[config.mk]
export PLATFORM = sky130hd
export DESIGN_NAME = apb_master_flat
export DESIGN_NICKNAME = d
export VERILOG_FILES = /design/src/rtl/apb_master_if.sv /design/src/rtl/apb_master.sv /design/src/flat_wrapper.sv
export SDC_FILE = /design/constraint.sdc
export NUM_CORES = 1
export LEC_CHECK = 0
export BUFFER_PORTS_ARGS = -buffer_cell sky130_fd_sc_hd__buf_2
export CAP_MARGIN = 5
export CORE_MARGIN = 10
export CORE_UTILIZATION = 46
export DETAILED_ROUTE_END_ITERATION = 7
export PLACE_DENSITY_LB_ADDON = 0.3
export SYNTH_ARGS = -nofsm -noshare
export SYNTH_HDL_FRONTEND = slang
export SYNTH_SLANG_ARGS = --single-unit
export TNS_END_PERCENT = 10
[constraint.sdc]
create_clock -name pclk -period 1.9 [get_ports pclk]
set_clock_uncertainty 0.1 [all_clocks]
set_input_delay 0.475 -clock pclk [delete_from_list [all_inputs] [get_ports pclk]]
set_output_delay 0.475 -clock pclk [all_outputs]
set_load 0.02 [all_outputs]
[src/rtl/apb_master_if.sv]
// Bundle of signals between apb_master, its command client and the APB
// responders.
//   command side : cmd_valid/cmd_ready/cmd_write/cmd_addr/cmd_wdata
//   response side: rsp_valid/rsp_rdata/rsp_err/rsp_timeout
//   APB side     : psel/penable/pwrite/paddr/pwdata, prdata/pready/pslverr
// modport master is the apb_master view. modport slave is the view of the
// surrounding logic, which is the client plus the responders.
interface apb_master_if #(
  parameter int ADDR_W = 8,
  parameter int DATA_W = 8
);
  logic              cmd_valid;
  logic              cmd_ready;
  logic              cmd_write;
  logic [ADDR_W-1:0] cmd_addr;
  logic [DATA_W-1:0] cmd_wdata;
  logic              rsp_valid;
  logic [DATA_W-1:0] rsp_rdata;
  logic              rsp_err;
  logic              rsp_timeout;
  logic              psel;
  logic              penable;
  logic              pwrite;
  logic [ADDR_W-1:0] paddr;
  logic [DATA_W-1:0] pwdata;
  logic [DATA_W-1:0] prdata;
  logic              pready;
  logic              pslverr;

  modport master (
    input  cmd_valid, cmd_write, cmd_addr, cmd_wdata, prdata, pready, pslverr,
    output cmd_ready, rsp_valid, rsp_rdata, rsp_err, rsp_timeout,
           psel, penable, pwrite, paddr, pwdata
  );

  modport slave (
    output cmd_valid, cmd_write, cmd_addr, cmd_wdata, prdata, pready, pslverr,
    input  cmd_ready, rsp_valid, rsp_rdata, rsp_err, rsp_timeout,
           psel, penable, pwrite, paddr, pwdata
  );
endinterface

[src/rtl/apb_master.sv]
// APB initiator. It turns one command handshake into one SETUP/ACCESS
// transfer and reports completion with a one-cycle rsp_valid pulse.
//   pclk    : bus clock. All logic is on the rising edge.
//   presetn : asynchronous, active-low reset.
//   bus     : apb_master_if.master. It carries the command and response
//             handshake and the APB bus.
// Parameters:
//   ADDR_W, DATA_W : widths of the APB address and data.
//   TIMEOUT        : most ACCESS cycles without pready before the transfer is
//                    forced to end with rsp_err=1 and rsp_timeout=1.
module apb_master #(
  parameter int ADDR_W  = 8,
  parameter int DATA_W  = 8,
  parameter int TIMEOUT = 16
) (
  input  logic          pclk,
  input  logic          presetn,
  apb_master_if.master  bus
);

  localparam int CNT_W = $clog2(TIMEOUT);

  typedef enum logic [1:0] {
    IDLE   = 2'd0,
    SETUP  = 2'd1,
    ACCESS = 2'd2
  } state_t;

  state_t            state, state_n;
  logic [CNT_W-1:0]  wait_cnt;
  logic              accept, done_ok, done_to;
  logic [ADDR_W-1:0] addr_n;
  logic [DATA_W-1:0] wdata_n, rdata_n;
  logic              write_n;

  assign bus.cmd_ready = (state == IDLE);

  always_ff @(posedge pclk or negedge presetn) begin
    if (!presetn) state <= IDLE;
    else          state <= state_n;
  end

  // paddr/pwrite/pwdata are loaded only on a handshake. Between transfers
  // they keep the values of the last transfer.
  always_comb begin
    state_n = state;
    accept  = 1'b0;
    done_ok = 1'b0;
    done_to = 1'b0;
    addr_n  = bus.paddr;
    wdata_n = bus.pwdata;
    write_n = bus.pwrite;
    rdata_n = '0;
    unique case (state)
      IDLE: begin
        if (bus.cmd_valid) begin
          accept  = 1'b1;
          addr_n  = bus.cmd_addr;
          wdata_n = bus.cmd_wdata;
          write_n = bus.cmd_write;
          state_n = SETUP;
        end
      end
      SETUP: state_n = ACCESS;
      ACCESS: begin
        if (bus.pready) begin
          done_ok = 1'b1;
          if (!bus.pwrite) rdata_n = bus.prdata;
          state_n = IDLE;
        end else if (wait_cnt == CNT_W'(TIMEOUT - 1)) begin
          done_to = 1'b1;
          state_n = IDLE;
        end
      end
      default: state_n = IDLE;
    endcase
  end

  always_ff @(posedge pclk or negedge presetn) begin
    if (!presetn) begin
      bus.psel        <= 1'b0;
      bus.penable     <= 1'b0;
      bus.pwrite      <= 1'b0;
      bus.paddr       <= '0;
      bus.pwdata      <= '0;
      bus.rsp_valid   <= 1'b0;
      bus.rsp_rdata   <= '0;
      bus.rsp_err     <= 1'b0;
      bus.rsp_timeout <= 1'b0;
      wait_cnt        <= '0;
    end else begin
      bus.paddr     <= addr_n;
      bus.pwdata    <= wdata_n;
      bus.pwrite    <= write_n;
      bus.rsp_valid <= done_ok | done_to;
      if (accept) begin
        bus.psel    <= 1'b1;
        bus.penable <= 1'b0;
      end
      // The counter cannot wrap. ACCESS ends no later than the cycle in
      // which it reaches TIMEOUT-1.
      if (state == SETUP) begin
        bus.penable <= 1'b1;
        wait_cnt    <= '0;
      end else if (state == ACCESS && !(done_ok || done_to)) begin
        wait_cnt <= wait_cnt + CNT_W'(1);
      end
      if (done_ok || done_to) begin
        bus.psel        <= 1'b0;
        bus.penable     <= 1'b0;
        bus.rsp_rdata   <= rdata_n;
        bus.rsp_err     <= done_to | (done_ok & bus.pslverr);
        bus.rsp_timeout <= done_to;
      end
    end
  end

endmodule

[src/flat_wrapper.sv]
// flat-port wrapper written by rule: the top's interface ports become plain ports
module apb_master_flat 
#(
  parameter int ADDR_W  = 8,
  parameter int DATA_W  = 8,
  parameter int TIMEOUT = 16
)
  (pclk, presetn, bus_cmd_valid, bus_cmd_write, bus_cmd_addr, bus_cmd_wdata, bus_prdata, bus_pready, bus_pslverr, bus_cmd_ready, bus_rsp_valid, bus_rsp_rdata, bus_rsp_err, bus_rsp_timeout, bus_psel, bus_penable, bus_pwrite, bus_paddr, bus_pwdata);
  apb_master_if #(.ADDR_W(ADDR_W), .DATA_W(DATA_W)) bus_i ();
  input  logic pclk;
  input  logic presetn;
  input wire logic [$bits(bus_i.cmd_valid)-1:0] bus_cmd_valid;
  input wire logic [$bits(bus_i.cmd_write)-1:0] bus_cmd_write;
  input wire logic [$bits(bus_i.cmd_addr)-1:0] bus_cmd_addr;
  input wire logic [$bits(bus_i.cmd_wdata)-1:0] bus_cmd_wdata;
  input wire logic [$bits(bus_i.prdata)-1:0] bus_prdata;
  input wire logic [$bits(bus_i.pready)-1:0] bus_pready;
  input wire logic [$bits(bus_i.pslverr)-1:0] bus_pslverr;
  output wire logic [$bits(bus_i.cmd_ready)-1:0] bus_cmd_ready;
  output wire logic [$bits(bus_i.rsp_valid)-1:0] bus_rsp_valid;
  output wire logic [$bits(bus_i.rsp_rdata)-1:0] bus_rsp_rdata;
  output wire logic [$bits(bus_i.rsp_err)-1:0] bus_rsp_err;
  output wire logic [$bits(bus_i.rsp_timeout)-1:0] bus_rsp_timeout;
  output wire logic [$bits(bus_i.psel)-1:0] bus_psel;
  output wire logic [$bits(bus_i.penable)-1:0] bus_penable;
  output wire logic [$bits(bus_i.pwrite)-1:0] bus_pwrite;
  output wire logic [$bits(bus_i.paddr)-1:0] bus_paddr;
  output wire logic [$bits(bus_i.pwdata)-1:0] bus_pwdata;
  assign bus_i.cmd_valid = bus_cmd_valid;
  assign bus_i.cmd_write = bus_cmd_write;
  assign bus_i.cmd_addr = bus_cmd_addr;
  assign bus_i.cmd_wdata = bus_cmd_wdata;
  assign bus_i.prdata = bus_prdata;
  assign bus_i.pready = bus_pready;
  assign bus_i.pslverr = bus_pslverr;
  assign bus_cmd_ready = bus_i.cmd_ready;
  assign bus_rsp_valid = bus_i.rsp_valid;
  assign bus_rsp_rdata = bus_i.rsp_rdata;
  assign bus_rsp_err = bus_i.rsp_err;
  assign bus_rsp_timeout = bus_i.rsp_timeout;
  assign bus_psel = bus_i.psel;
  assign bus_penable = bus_i.penable;
  assign bus_pwrite = bus_i.pwrite;
  assign bus_paddr = bus_i.paddr;
  assign bus_pwdata = bus_i.pwdata;
  apb_master #(.ADDR_W(ADDR_W), .DATA_W(DATA_W), .TIMEOUT(TIMEOUT)) u_core (.pclk(pclk), .presetn(presetn), .bus(bus_i));
endmodule
After elaboration in Yosys (flattened, before gate mapping)
Cells that the tools add are included. W data, S select, Z words.

Register bits: 36. Input port bits: 30. Output and inout port bits: 31. Word-level logic and storage cells: 50.

$add $sub $neg: 1. Equality and inequality tests: 5. Muxes and demuxes: 21. Bitwise gates (word level): 3. Reductions and logical operators: 9.

Operators by type and width (count): $mux W8 (3); $mux W1 (12); $mux W4 (2); $mux W2 (3); $pmux W2 S3 (1); $add A4 B1 Y4 const B (1); $eq A4 B4 Y1 const B (1); $reduce_and A2 Y1 (2); $reduce_bool A2 Y1 (2); $ne A3 B2 Y1 const B (1); $reduce_bool A3 Y1 (1); $eq A2 B1 Y1 const B (1); $eq A2 B2 Y1 const B (1); $logic_not A2 Y1 (1); $ne A2 B2 Y1 const B (1); $or A1 B1 Y1 (2); $and A1 B1 Y1 (1); $logic_and A1 B1 Y1 (1); $logic_not A1 Y1 (1); $logic_or A1 B1 Y1 (1).

Logic depth before layout (Yosys ltp)
Gate-level depths: netlist of run 1.

Word-level depth: 9. Mapped depth: 5. Gate-level depth less buffers: 5.

Least setup slack after synthesis of run 1
OpenSTA, ideal clock, no wires.

Path type: reg2reg. Start: reg u_core.wait_cnt[0]. End: reg u_core.wait_cnt[0]. Setup time: 77 ps. Arrival time: 1269 ps. Path slack: 453 ps. Stages on the path, launching flop included: 5. Path buffers: 0. Cell sequence: dfrtp_1 -> ha_1 -> a31o_4 -> or3_1 -> a21oi_1.

Word-level cells in the longest chain between the ends: 8. Elaborated cells on any way between the ends: 11. Classes of those cells: add/sub: 1; eq/ne: 1; mux: 5; reduce/logical: 4.

Ends and longest elaborated chain: from (decl) (RTL line apb_master.sv:30) `logic [CNT_W-1:0] wait_cnt;`; from (signal assigned) (RTL line apb_master.sv:106) `wait_cnt <= wait_cnt + CNT_W'(1);`; $eq A4 B4 Y1 (RTL line apb_master.sv:70) `end else if (wait_cnt == CNT_W'(TIMEOUT - 1)) begin`; $mux W1 (RTL line apb_master.sv:70); $mux W1 (RTL line apb_master.sv:66) `if (bus.pready) begin`; $mux W1 (RTL line apb_master.sv:54) `unique case (state)`; $logic_or A1 B1 Y1 (RTL line apb_master.sv:105) `end else if (state == ACCESS && !(done_ok || done_to)) begin`; $logic_not A1 Y1 (RTL line apb_master.sv:105); $logic_and A1 B1 Y1 (RTL line apb_master.sv:105); $reduce_bool A2 Y1 (no line).

Several ways; a longest one is shown, not always the timed one. The select of a mux whose other input is x is not followed. A chain may end at the register's enable or synchronous reset.

Worst setup path after layout of run 1
Start: reg u_core.state[1]. End: out bus_cmd_ready.

Word-level cells in the longest chain between the ends: 1.

Ends and longest elaborated chain: from (decl) (RTL line apb_master.sv:29) `state_t state, state_n;`; from (signal assigned) (RTL line apb_master.sv:40) `else state <= state_n;`; $logic_not A2 Y1 (RTL line apb_master.sv:36) `assign bus.cmd_ready = (state == IDLE);`; to (decl) (RTL line flat_wrapper.sv:19) `output wire logic [$bits(bus_i.cmd_ready)-1:0] bus_cmd_ready;`.

Every way passes these cells.

==> run_results.csv, run 1 <==
group,metric,value,unit
synthesis,synth_fa_ha_area_frac,0.00873,
synthesis,synthXorXnorAreaFrac,0,
final_layout,antenna_cells_inserted,0,
synthesis,syn_area_per_cell,13.8,sq um
final_layout,ff_latch_area,901,sq um
synthesis,ys_seq_area_frac,0.628,
placement,pre_cts_slack,0.352,ns
hold_path,hold_path.class,"in2async",
final_layout,multi_input_gate_area,505,sq um
final_layout,layout-drive-gt1-share,0.541,
clock_tree,hold_buffers,0,
power,irDropWorstVdd,917,uV
clock_tree,tritoncts,"yes",
floorplan,row_count,20,
clock_tree,cts_repair_resizes,0,
floorplan,die_area,0.00575,sq mm
placement,place_hpwl,2590,microns
drt,detail_route.iter0.violations,72,
critical_path,worst_path_max_delay_cell,"sky130_fd_sc_hd__dfrtp_1",
timing,final_max_slew_viol_count,0,
final_layout,instances_no_fill,214,
outcome,run_status,"finished clean",
clock_tree,count_of_clock_tree_sinks,36,
critical_path,critical-path-max-stage-delay,0.49,ns
synthesis,synth_cell_type_count,27,
critical_path,worst_setup_path_end_kind,"primary output",
drt,routed-via-count,1093,
drt,firstDrtPassIters,4,
final_layout,syn2layout_area_growth,29.8,%
placement,port-buffer-count,60,
synthesis,share_of_synthesized_cell_area_in_and_or_nand_and_nor_gates,0.106,
placement,post-place-cells,207,
synthesis,synth-compound-area-share,0.0969,
final_layout,final_nets,201,
grt,globalRouteOverflowTotal,0,
critical_path,required,1.32,ns
power,cellPowerDensity,1690,mW/mm^2
timing,final.setup.worst_slack,0.216,ns
synthesis,post_syn_area,0.00143,sq mm
grt,grt_pass1_vias,1187,
synthesis,yosys_warnings,0,
floorplan,die_h,75.8,microns
floorplan,core,0.00303,sq mm
timing,max_freq,0.594,GHz
drt,routed_via_density,5.11,
drt,final_antenna_violating_net_count,0,
floorplan,overall_die_width,75.8,microns
timing,max-slew-margin-rel,0.709,
timing,unrepaired_setup_endpoints_after_global_routing,"false",
timing,max_slew.worst_pin.slew,0.436,ns
synthesis,synth_top_family_by_area,"multiplexers",
grt,grt_antenna_before_repair,0,
drt,drt_wl_total,3370,microns
synthesis,mappedNetlistNets,135,
final_layout,post-route-cell-area,0.00186,sq mm
run,max_cap_violations,0,
clock_tree,worst_setup_hold_path_clk_slew,0.10,ns
critical_path,timing.critical_path.fanout_max,10,
critical_path,timing.critical_path.from_type,"flop",
power,cellLeakagePower,0.000938,uW
timing,tns,0,ns
drt,detail_route.wl_per_cell,15.8,microns
floorplan,pin_count,61,
critical_path,crit_type,"reg2out",
drt,post-route-drc-count,0,
placement,placed_area,0.00180,sq mm
critical_path,crit_path_buf_inv_count,1,
clock_tree,library_cell_used_as_clock_root_buffer,"sky130_fd_sc_hd__clkbuf_4",
synthesis,synth.area.mux_share,0.140,
floorplan,starting_density_of_the_core,0.474,
timing,finalSetupViolations,0,
clock_tree,cts-buffers-inserted,5,
critical_path,r2r_setup_slack,0.32,ns
timing,period_minus_slack,1.68,ns
clock_tree,post-cts-setup-buffer-count,0,
synthesis,ys_seq_elements,36,
clock_tree,clockBufferDepth,2,
critical_path,worst_path_dominant_cell_family,"flip-flops",
critical_path,crit_path_cell_trace,"nor2_1, buf_2",
timing,min_period_over_period,0.886,
clock_tree,htreeDepth,2,
grt,maximum_number_of_pins_on_one_net_before_global_route_repair,37,
timing,hold_violations,0,
placement,gp_routability_congestion,0.782,
clock_tree,clk-insertion-delay-late,0.33,ns
final_layout,nFillCells,263,
grt,global_route_wire_length_before_repair,5380,microns
grt,grtUsageTotal,0.123,
critical_path,worstPathArrival,1.11,ns
synthesis,synth_cells,104,
==> worst reg2reg max path: cells and delay by family, from the launching register on <==
kind	cells	cell delay, ns
flops	1	0.43
simple gates	1	0.24
fa+ha+maj	1	0.27
compound gates	1	0.26
mux	1	0.22
==> final timing paths <==
| check | endpoint | depth (start not counted) | from |
|---|---|---|---|
| hold reg to reg | u_core.bus.rsp_timeout | 2 | u_core.bus.rsp_timeout |
| setup / recovery | bus_cmd_ready | 2 | u_core.state[1] |
| max in group asynchronous | u_core.bus.paddr[4] | 2 | presetn |
| min in group pclk | u_core.bus.rsp_rdata[5] | 2 | bus_prdata[5] |
| hold / removal | u_core.bus.rsp_rdata[7] | 2 | presetn |
| setup reg to reg | u_core.wait_cnt[3] | 4 | u_core.wait_cnt[0] |
==> layout by cell type, fill, tap and decap left out, drive strengths merged <==
cell / netlist / layout
nor2b: 1 / 1
mux2: 17 / 17
a31o: 1 / 1
nand2: 6 / 6
and2b: 2 / 2
and4bb: 1 / 1
buf: 3 / 62
nor2: 4 / 4
a22o: 8 / 8
ha: 1 / 1
inv: 2 / 2
a21oi: 3 / 3
dfrtp: 36 / 36
or3: 1 / 1
mux2i: 1 / 1
a221oi: 1 / 1
nor3: 1 / 1
clkbuf: 0 / 7
o21ai: 3 / 3
a31oi: 2 / 2
nand2b: 3 / 3
nand3: 5 / 5
nand3b: 1 / 1
nor3b: 1 / 1
==> per-layer routing <==
metal / vias to the layer above / routed length (microns) / global-route usage
met4: 0 / 39 / 0.0371
met2: 50 / 1610 / 0.199
met5: - / 0 / 0
met1: 529 / 1350 / 0.138
li1: 507 / - / -
met3: 7 / 376 / 0.0664
==> final cells by class <==
type / count / area share
clock buffer: 7 / 0.0349
inverter: 2 / 0.00403
multi-input combinational: 63 / 0.272
sequential: 36 / 0.484
tap: 44 / 0.0296
timing repair buffer: 62 / 0.176
==> per-stage QoR <==
| stage | hold slack, ns | power [uW] | util |
|---|---|---|---|
| floorplan | 0.0794 | 2210 | - |
| global placement | 0.369 | 2680 | 0.593 |
| CTS | 0.0662 | 3190 | 0.615 |
| global route | 0.0774 | 3360 | 0.615 |
| detailed placement | 0.382 | 2740 | 0.593 |
| finish | 0.0615 | 3140 | 0.615 |
==> state kept, by name, indices dropped and copies added, names as in the netlist <==
name	count
u_core.bus.pwdata	8
u_core.bus.rsp_rdata	8
u_core.bus.rsp_valid	1
u_core.bus.pwrite	1
u_core.bus.penable	1
u_core.wait_cnt	4
u_core.bus.rsp_timeout	1
u_core.bus.paddr	8
u_core.bus.rsp_err	1
u_core.bus.psel	1
u_core.state	2
==> cells by family (layout without fill, tap and decap cells) <==
logic type / after synthesis / in the layout
DFF: 36 / 36
and+or+nand+nor: 26 / 26
AOI/OAI and AO/OA: 18 / 18
muxes: 18 / 18
buffers and inverters: 5 / 71
adders and majority gates: 1 / 1
==> power by group <==
| group | switching [uW] | internal, uW |
|---|---|---|
| Sequential | 213 | 1100 |
| Clock | 236 | 210 |
| Combinational | 795 | 587 |
==> cell usage after synthesis <==
| master | n | area, sq um |
|---|---|---|
| sky130_fd_sc_hd__dfrtp_1 | 36 | 901 |
| sky130_fd_sc_hd__mux2_2 | 17 | 191 |
| sky130_fd_sc_hd__a22o_1 | 8 | 70.1 |
| sky130_fd_sc_hd__nand2_1 | 5 | 18.8 |
| sky130_fd_sc_hd__nand3_1 | 5 | 25.0 |
| sky130_fd_sc_hd__a21oi_1 | 3 | 15.0 |
| sky130_fd_sc_hd__nand2b_1 | 3 | 18.8 |
| sky130_fd_sc_hd__nor2_1 | 3 | 11.3 |
| sky130_fd_sc_hd__o21ai_0 | 3 | 15.0 |
| sky130_fd_sc_hd__a31oi_1 | 2 | 12.5 |
| sky130_fd_sc_hd__buf_4 | 2 | 15.0 |
| sky130_fd_sc_hd__inv_1 | 2 | 7.51 |
| sky130_fd_sc_hd__a221oi_1 | 1 | 8.76 |
| sky130_fd_sc_hd__a31o_4 | 1 | 17.5 |
| sky130_fd_sc_hd__and2b_1 | 1 | 7.51 |
| sky130_fd_sc_hd__and2b_2 | 1 | 8.76 |
| sky130_fd_sc_hd__and4bb_2 | 1 | 12.5 |
| sky130_fd_sc_hd__buf_2 | 1 | 5.00 |
| sky130_fd_sc_hd__ha_1 | 1 | 12.5 |
| sky130_fd_sc_hd__mux2i_1 | 1 | 10.0 |
| sky130_fd_sc_hd__nand2_2 | 1 | 6.26 |
| sky130_fd_sc_hd__nand3b_1 | 1 | 7.51 |
| sky130_fd_sc_hd__nor2_2 | 1 | 6.26 |
| sky130_fd_sc_hd__nor2b_1 | 1 | 6.26 |
| sky130_fd_sc_hd__nor3_1 | 1 | 5.00 |
| sky130_fd_sc_hd__nor3b_2 | 1 | 12.5 |
| sky130_fd_sc_hd__or3_1 | 1 | 6.26 |
(Power assumes the default switching activity.)
==> inputs of run 2 (changes only) <==
--- a/config.mk
+++ b/config.mk
@@ -5,6 +5,7 @@
 export SDC_FILE = /design/constraint.sdc
 export NUM_CORES = 1
 export LEC_CHECK = 0
+export ABC_AREA = 1
 export BUFFER_PORTS_ARGS = -buffer_cell sky130_fd_sc_hd__buf_2
 export CAP_MARGIN = 5
 export CORE_MARGIN = 10
==> run 2 against run 1 <==
- clock-buffer cell count grew 1
- global-route usage grew 0.24 points
- register-to-register slack gained 0.05 ns
- final cell count grew 28%
- hold slack lost 0.0075 ns
- total power shrank 3.6%
- sequential power is essentially flat
- first-iteration DRC count grew 14%
- setup slack lost 0.032 ns
- wire length grew 4.3%
- largest power group unchanged
==> run_results.csv, run 2 <==
group,metric,value,unit
grt,grt.met3_usage,0.0660,
floorplan,pin_count,61,
grt,global_route_wire_length_before_repair,5930,microns
floorplan,row_count,20,
critical_path,critical-path-max-stage-delay,0.45,ns
final_layout,nFillCells,298,
clock_tree,post-cts-setup-buffer-count,0,
clock_tree,library_cell_used_as_clock_root_buffer,"sky130_fd_sc_hd__clkbuf_4",
synthesis,synth_top_family_by_area,"simple AND/OR/NAND/NOR gates",
clock_tree,hold_buffers,0,
critical_path,worst_setup_path_end_kind,"primary output",
synthesis,synth_edf_count,0,
synthesis,post_syn_area,0.00145,sq mm
timing,max_slew.worst_pin.slew,0.447,ns
drt,final_antenna_violating_net_count,0,
floorplan,core,0.00303,sq mm
clock_tree,worst_setup_hold_path_clk_slew,0.10,ns
synthesis,yosys_warnings,0,
timing,final_max_slew_viol_count,0,
critical_path,crit_path_cell_trace,"nor2_2, buf_2",
critical_path,timing.critical_path.fanout_max,6,
timing,unrepaired_setup_endpoints_after_global_routing,"false",
synthesis,ys.flop_type,"sky130_fd_sc_hd__dfrtp_1",
synthesis,synth_cells,163,
drt,detail_route.iter0.violations,82,
placement,gp_routability_congestion,0.837,
grt,grt_pass1_vias,1246,
synthesis,synth_cell_type_count,15,
floorplan,die_area,0.00578,sq mm
synthesis,synthXorXnorAreaFrac,0,
clock_tree,cts-buffers-inserted,5,
final_layout,fin_util,0.610,
final_layout,layout-drive-gt1-share,0.319,
clock_tree,clockBufferDepth,2,
timing,max-slew-margin-rel,0.702,
synthesis,ys_seq_elements,36,
grt,maximum_number_of_pins_on_one_net_before_global_route_repair,37,
timing,tns,0,ns
timing,min_period_over_period,0.903,
synthesis,synth-compound-area-share,0.00693,
drt,routed-via-count,1254,
timing,hold_violations,0,
grt,grtUsageMet1,0.144,
drt,firstDrtPassIters,4,
timing,finalSetupViolations,0,
drt,post-route-drc-count,0,
floorplan,die_h,76.1,microns
drt,routed_via_density,4.59,
placement,port-buffer-count,60,
synthesis,postSynth.asyncResetShare,1.00,
drt,detail_route.wl_per_cell,12.9,microns
timing,max_freq,0.583,GHz
timing,period_minus_slack,1.72,ns
hold_path,hold_path.class,"in2async",
power,cellLeakagePower,0.00110,uW
floorplan,overall_die_width,76.1,microns
clock_tree,tritoncts,"yes",
clock_tree,cts_repair_resizes,0,
critical_path,worst_path_max_delay_cell,"sky130_fd_sc_hd__dfrtp_1",
final_layout,antenna_cells_inserted,0,
run,max_cap_violations,0,
synthesis,ys_seq_area_frac,0.623,
critical_path,required,1.32,ns
synthesis,synth_largest_area_cell,"sky130_fd_sc_hd__dfrtp_1",
critical_path,crit_type,"reg2out",
final_layout,top_flop_regs,"u_core.bus.paddr (8), u_core.bus.pwdata (8), u_core.bus.rsp_rdata (8)",
final_layout,syn2layout_area_growth,27.9,%
synthesis,syn_area_per_cell,8.87,sq um
synthesis,share_of_synthesized_cell_area_in_and_or_nand_and_nor_gates,0.326,
grt,globalRouteOverflowTotal,0,
critical_path,ff2ff_path_depth,6,
drt,drt_wl_total,3520,microns
clock_tree,clk-insertion-delay-late,0.34,ns
final_layout,final_nets,259,
clock_tree,htreeDepth,2,
grt,gr-max-usage-layer,"met2",
grt,grtUsageTotal,0.126,
power,cellPowerDensity,1640,mW/mm^2
synthesis,synth_fa_ha_area_frac,0.00866,
grt,grt_antenna_before_repair,0,
synthesis,yosys.cell_count.top_type,"sky130_fd_sc_hd__nand2_1",
critical_path,worstPathArrival,1.14,ns
grt,met2_usage,0.191,
final_layout,final_common_cell,"sky130_fd_sc_hd__nand2_1",
floorplan,starting_density_of_the_core,0.477,
synthesis,mappedNetlistNets,194,
synthesis,synthTopCellsByCount,"84 x sky130_fd_sc_hd__nand2_1, 36 x sky130_fd_sc_hd__dfrtp_1, 14 x sky130_fd_sc_hd__nand3_1",
power,irDropWorstVdd,736,uV
synthesis,yosysTopAreaCellShare,0.623,
critical_path,timing.critical_path.from_type,"flop",
synthesis,netlist_top_cells_area,"sky130_fd_sc_hd__dfrtp_1 62%, sky130_fd_sc_hd__nand2_1 22%, sky130_fd_sc_hd__nand3_1 4.8%",
final_layout,layout_common_cells,"84 x sky130_fd_sc_hd__nand2_1, 60 x sky130_fd_sc_hd__buf_2, 36 x sky130_fd_sc_hd__dfrtp_1",
outcome,run_status,"finished clean",
placement,place_hpwl,2660,microns
synthesis,synth.area.mux_share,0,
clock_tree,count_of_clock_tree_sinks,36,
## run 2: worst paths after layout
check	start	end	slack [ns]
max	u_core.state[1]	bus_cmd_ready	0.18
min	presetn	u_core.bus.rsp_err	0.05
max reg2reg	u_core.wait_cnt[0]	u_core.bus.penable	0.37
min reg2reg	u_core.bus.paddr[3]	u_core.bus.paddr[3]	0.39
max in group asynchronous	presetn	u_core.bus.paddr[0]	1.33
min in group pclk	bus_cmd_wdata[2]	u_core.bus.pwdata[2]	0.22
## run 2: cell type report
type / instances / area (sq um) / share of cell area
Sequential cell: 36 / 901 / 0.487
Multi-Input combinational cell: 117 / 493 / 0.267
Timing Repair Buffer: 62 / 315 / 0.171
Clock buffer: 8 / 58.8 / 0.0318
Tap cell: 44 / 55.1 / 0.0298
Inverter: 6 / 25.0 / 0.0135
## run 2: where the power goes
group / total, uW / internal, uW / switching (uW) / leakage, uW
Clock: 421 / 182 / 239 / 0.0000326
Sequential: 1290 / 1090 / 192 / 0.000456
Combinational: 1320 / 429 / 895 / 0.000607
Total: 3030 / 1710 / 1320 / 0.00110
## run 2: metal layers
layer,part of all wire,wire length [microns],vias up
met1,0.43,1520,579
met3,0.074,260,5
met2,0.48,1670,32
met5,0,0,-
li1,-,-,638
met4,0.018,65,0
## run 2: kinds of logic after synthesis
family	count (synthesis)
buf+inv	10
flops	36
compound gates	2
fa+ha+maj	1
simple gates	114
## run 2: metrics by stage
step	power [uW]	cells	hold WS [ns]	setup WS, ns	area (sq um)
final	3030	273	0.0539	0.184	1850
after global routing	3280	273	0.0691	0.110	1850
after CTS	3070	273	0.0591	0.177	1850
after detailed placement	2650	265	0.360	0.362	1790
after global placement	2620	265	0.359	0.400	1790
after floorplan	2160	163	0.0794	0.564	1450
## run 2: worst max-delay path: cells and delay by family, from the launching register on
kind | cells | cell delay, ns
flip-flops | 1 | 0.45
buffers and inverters | 1 | 0.19
AND/OR/NAND/NOR | 1 | 0.16
==> inputs of run 3 (changes only) <==
--- a/config.mk
+++ b/config.mk
@@ -11,7 +11,8 @@
 export CORE_MARGIN = 10
 export CORE_UTILIZATION = 46
 export DETAILED_ROUTE_END_ITERATION = 7
-export PLACE_DENSITY_LB_ADDON = 0.3
+export PLACE_DENSITY_LB_ADDON = 0.1
+export SKIP_CTS_REPAIR_TIMING = 1
 export SYNTH_ARGS = -nofsm -noshare
 export SYNTH_HDL_FRONTEND = slang
 export SYNTH_SLANG_ARGS = --single-unit
==> run 3 against run 2 <==
- total power fell by 1.5%
- sequential share of layout area increased by 0.066 points
- combinational power about the same
- die area stayed put
- clock power decreased by 12%
- via count rose by 1.8%
- final cell count unchanged
- design area shrank 0.14%
- critical path depth unchanged
- largest cell class unchanged
- clock-buffer cell count decreased by 2
==> run_results.csv, run 3 (same netlist as run 2, synthesis figures left out) <==
group,metric,value,unit
timing,max_slew.worst_pin.slew,0.469,ns
drt,routed-via-count,1277,
floorplan,overall_die_width,76.1,microns
final_layout,top_flop_regs,"u_core.bus.paddr (8), u_core.bus.pwdata (8), u_core.bus.rsp_rdata (8)",
placement,post-place-cells,265,
run,max_cap_violations,0,
timing,period_minus_slack,1.72,ns
clock_tree,clockBufferDepth,2,
timing,final.setup.worst_slack,0.178,ns
power,fin_total_pwr,2990,uW
power,p_int,1660,uW
drt,detail_route.wl_per_cell,13.2,microns
critical_path,timing.critical_path.fanout_max,6,
timing,max-slew-margin-rel,0.687,
drt,detail_route.iter0.violations,92,
critical_path,r2r_setup_slack,0.38,ns
power,power_frac_clock,0.124,
timing,max_freq,0.581,GHz
critical_path,crit_path_buf_inv_count,1,
floorplan,die_h,76.1,microns
critical_path,worst_path_max_delay_cell,"sky130_fd_sc_hd__dfrtp_1",
placement,place_hpwl,2790,microns
timing,final_max_slew_viol_count,0,
final_layout,instances_no_fill,273,
final_layout,layout-drive-gt1-share,0.319,
power,cellLeakagePower,0.00110,uW
final_layout,fin_util,0.610,
timing,min_period_over_period,0.906,
outcome,run_status,"finished clean",
grt,maximum_number_of_pins_on_one_net_before_global_route_repair,23,
final_layout,layout_common_cells,"84 x sky130_fd_sc_hd__nand2_1, 60 x sky130_fd_sc_hd__buf_2, 36 x sky130_fd_sc_hd__dfrtp_1",
clock_tree,worst_setup_hold_path_clk_slew,0.10,ns
final_layout,antenna_cells_inserted,0,
timing,hold_violations,0,
clock_tree,clk-insertion-delay-late,0.33,ns
clock_tree,count_of_clock_tree_sinks,36,
floorplan,die_area,0.00578,sq mm
final_layout,final_common_cell,"sky130_fd_sc_hd__nand2_1",
grt,grt_antenna_before_repair,0,
critical_path,timing.critical_path.from_type,"flop",
drt,post-route-drc-count,0,
floorplan,core,0.00303,sq mm
critical_path,worst_setup_path_end_kind,"primary output",
timing,tns,0,ns
timing,finalSetupViolations,0,
critical_path,worstPathArrival,1.15,ns
drt,met3RoutedLength,284,microns
clock_tree,htreeDepth,2,
power,netSwitchingPower,1320,uW
power,cellPowerDensity,1620,mW/mm^2
floorplan,starting_density_of_the_core,0.477,
power,power.sequential.fraction,0.431,
drt,routed_via_density,4.68,
clock_tree,cts-buffers-inserted,5,
clock_tree,library_cell_used_as_clock_root_buffer,"sky130_fd_sc_hd__clkbuf_4",
drt,final_antenna_violating_net_count,0,
grt,grt_pass1_vias,1358,
critical_path,critical-path-max-stage-delay,0.45,ns
power,irDropWorstVdd,938,uV
timing,unrepaired_setup_endpoints_after_global_routing,"false",
placement,port-buffer-count,60,
final_layout,final_nets,260,
clock_tree,tritoncts,"yes",
floorplan,pin_count,61,
placement,pre_cts_slack,0.388,ns
grt,globalRouteOverflowTotal,0,
power,switching_share,0.443,
critical_path,worst_path_dominant_cell_family,"flip-flops",
final_layout,nFillCells,295,
drt,met1_length,1550,microns
power,combinationalPowerShare,0.444,
drt,firstDrtPassIters,4,
critical_path,required,1.32,ns
floorplan,row_count,20,
grt,global_route_wire_length_before_repair,6130,microns
final_layout,syn2layout_area_growth,27.7,%
drt,top_layer_used,"met4",
critical_path,crit_type,"reg2out",
placement,gp_routability_congestion,0.831,
critical_path,crit_path_cell_trace,"nor2_2, buf_2",
grt,grtUsageTotal,0.128,
drt,route.met2.wl,1730,microns
hold_path,hold_path.class,"in2reg",
drt,drt_wl_total,3610,microns
==> run 3: cell types whose count changed in the layout (fill, tap and decap cells not counted), sizes merged <==
cell / change
clkbuf: -2
dlygate4sd3: +1
clkinv: +1
==> run 3: final cells by class <==
cell class	count	area, sq um	area share
clock buffer	6	41.3	0.0224
clock inverter	1	5.00	0.00271
inverter	6	25.0	0.0136
multi-input combinational	117	493	0.267
sequential	36	901	0.488
tap	44	55.1	0.0298
timing repair buffer	63	325	0.176
==> run 3: power groups by stage <==
stage	Sequential [uW]	Combinational, uW	Clock (uW)
final	1290	1330	372
after global placement	1290	1320	0
after floorplan	1650	503	0
after CTS	1290	1360	388
after detailed placement	1300	1360	0
after global routing	1340	1490	424
==> run 3: tightest hold or removal path: stages <==
cell,delay [ns]
sky130_fd_sc_hd__buf_2,0.07
sky130_fd_sc_hd__nand2_1,0.04
sky130_fd_sc_hd__nand2_1,0.04
==> run 3: metal layers <==
metal,vias up,GRT usage
li1,638,-
met1,589,0.140
met2,46,0.211
met3,4,0.0660
met4,0,0.0409
met5,-,0
==> run 3: path summary, 6_finish.rpt <==
check,start,end,cells after the start
setup / recovery,u_core.state[1],bus_cmd_ready,2
hold / removal,bus_cmd_wdata[4],u_core.bus.pwdata[4],3
setup reg to reg,u_core.wait_cnt[0],u_core.wait_cnt[3],7
hold reg to reg,u_core.bus.paddr[0],u_core.bus.paddr[0],2
max in group asynchronous,presetn,u_core.bus.rsp_timeout,3
min in group asynchronous,presetn,u_core.bus.paddr[6],2
==> run 3: metrics by stage <==
stage	cell area (sq um)	hold WS [ns]
2_1_floorplan	1450	0.0794
3_3_place_gp	1790	0.347
3_5_place_dp	1790	0.358
4_1_cts	1840	-0.0158
5_1_grt	1850	0.206
6_report	1850	0.234
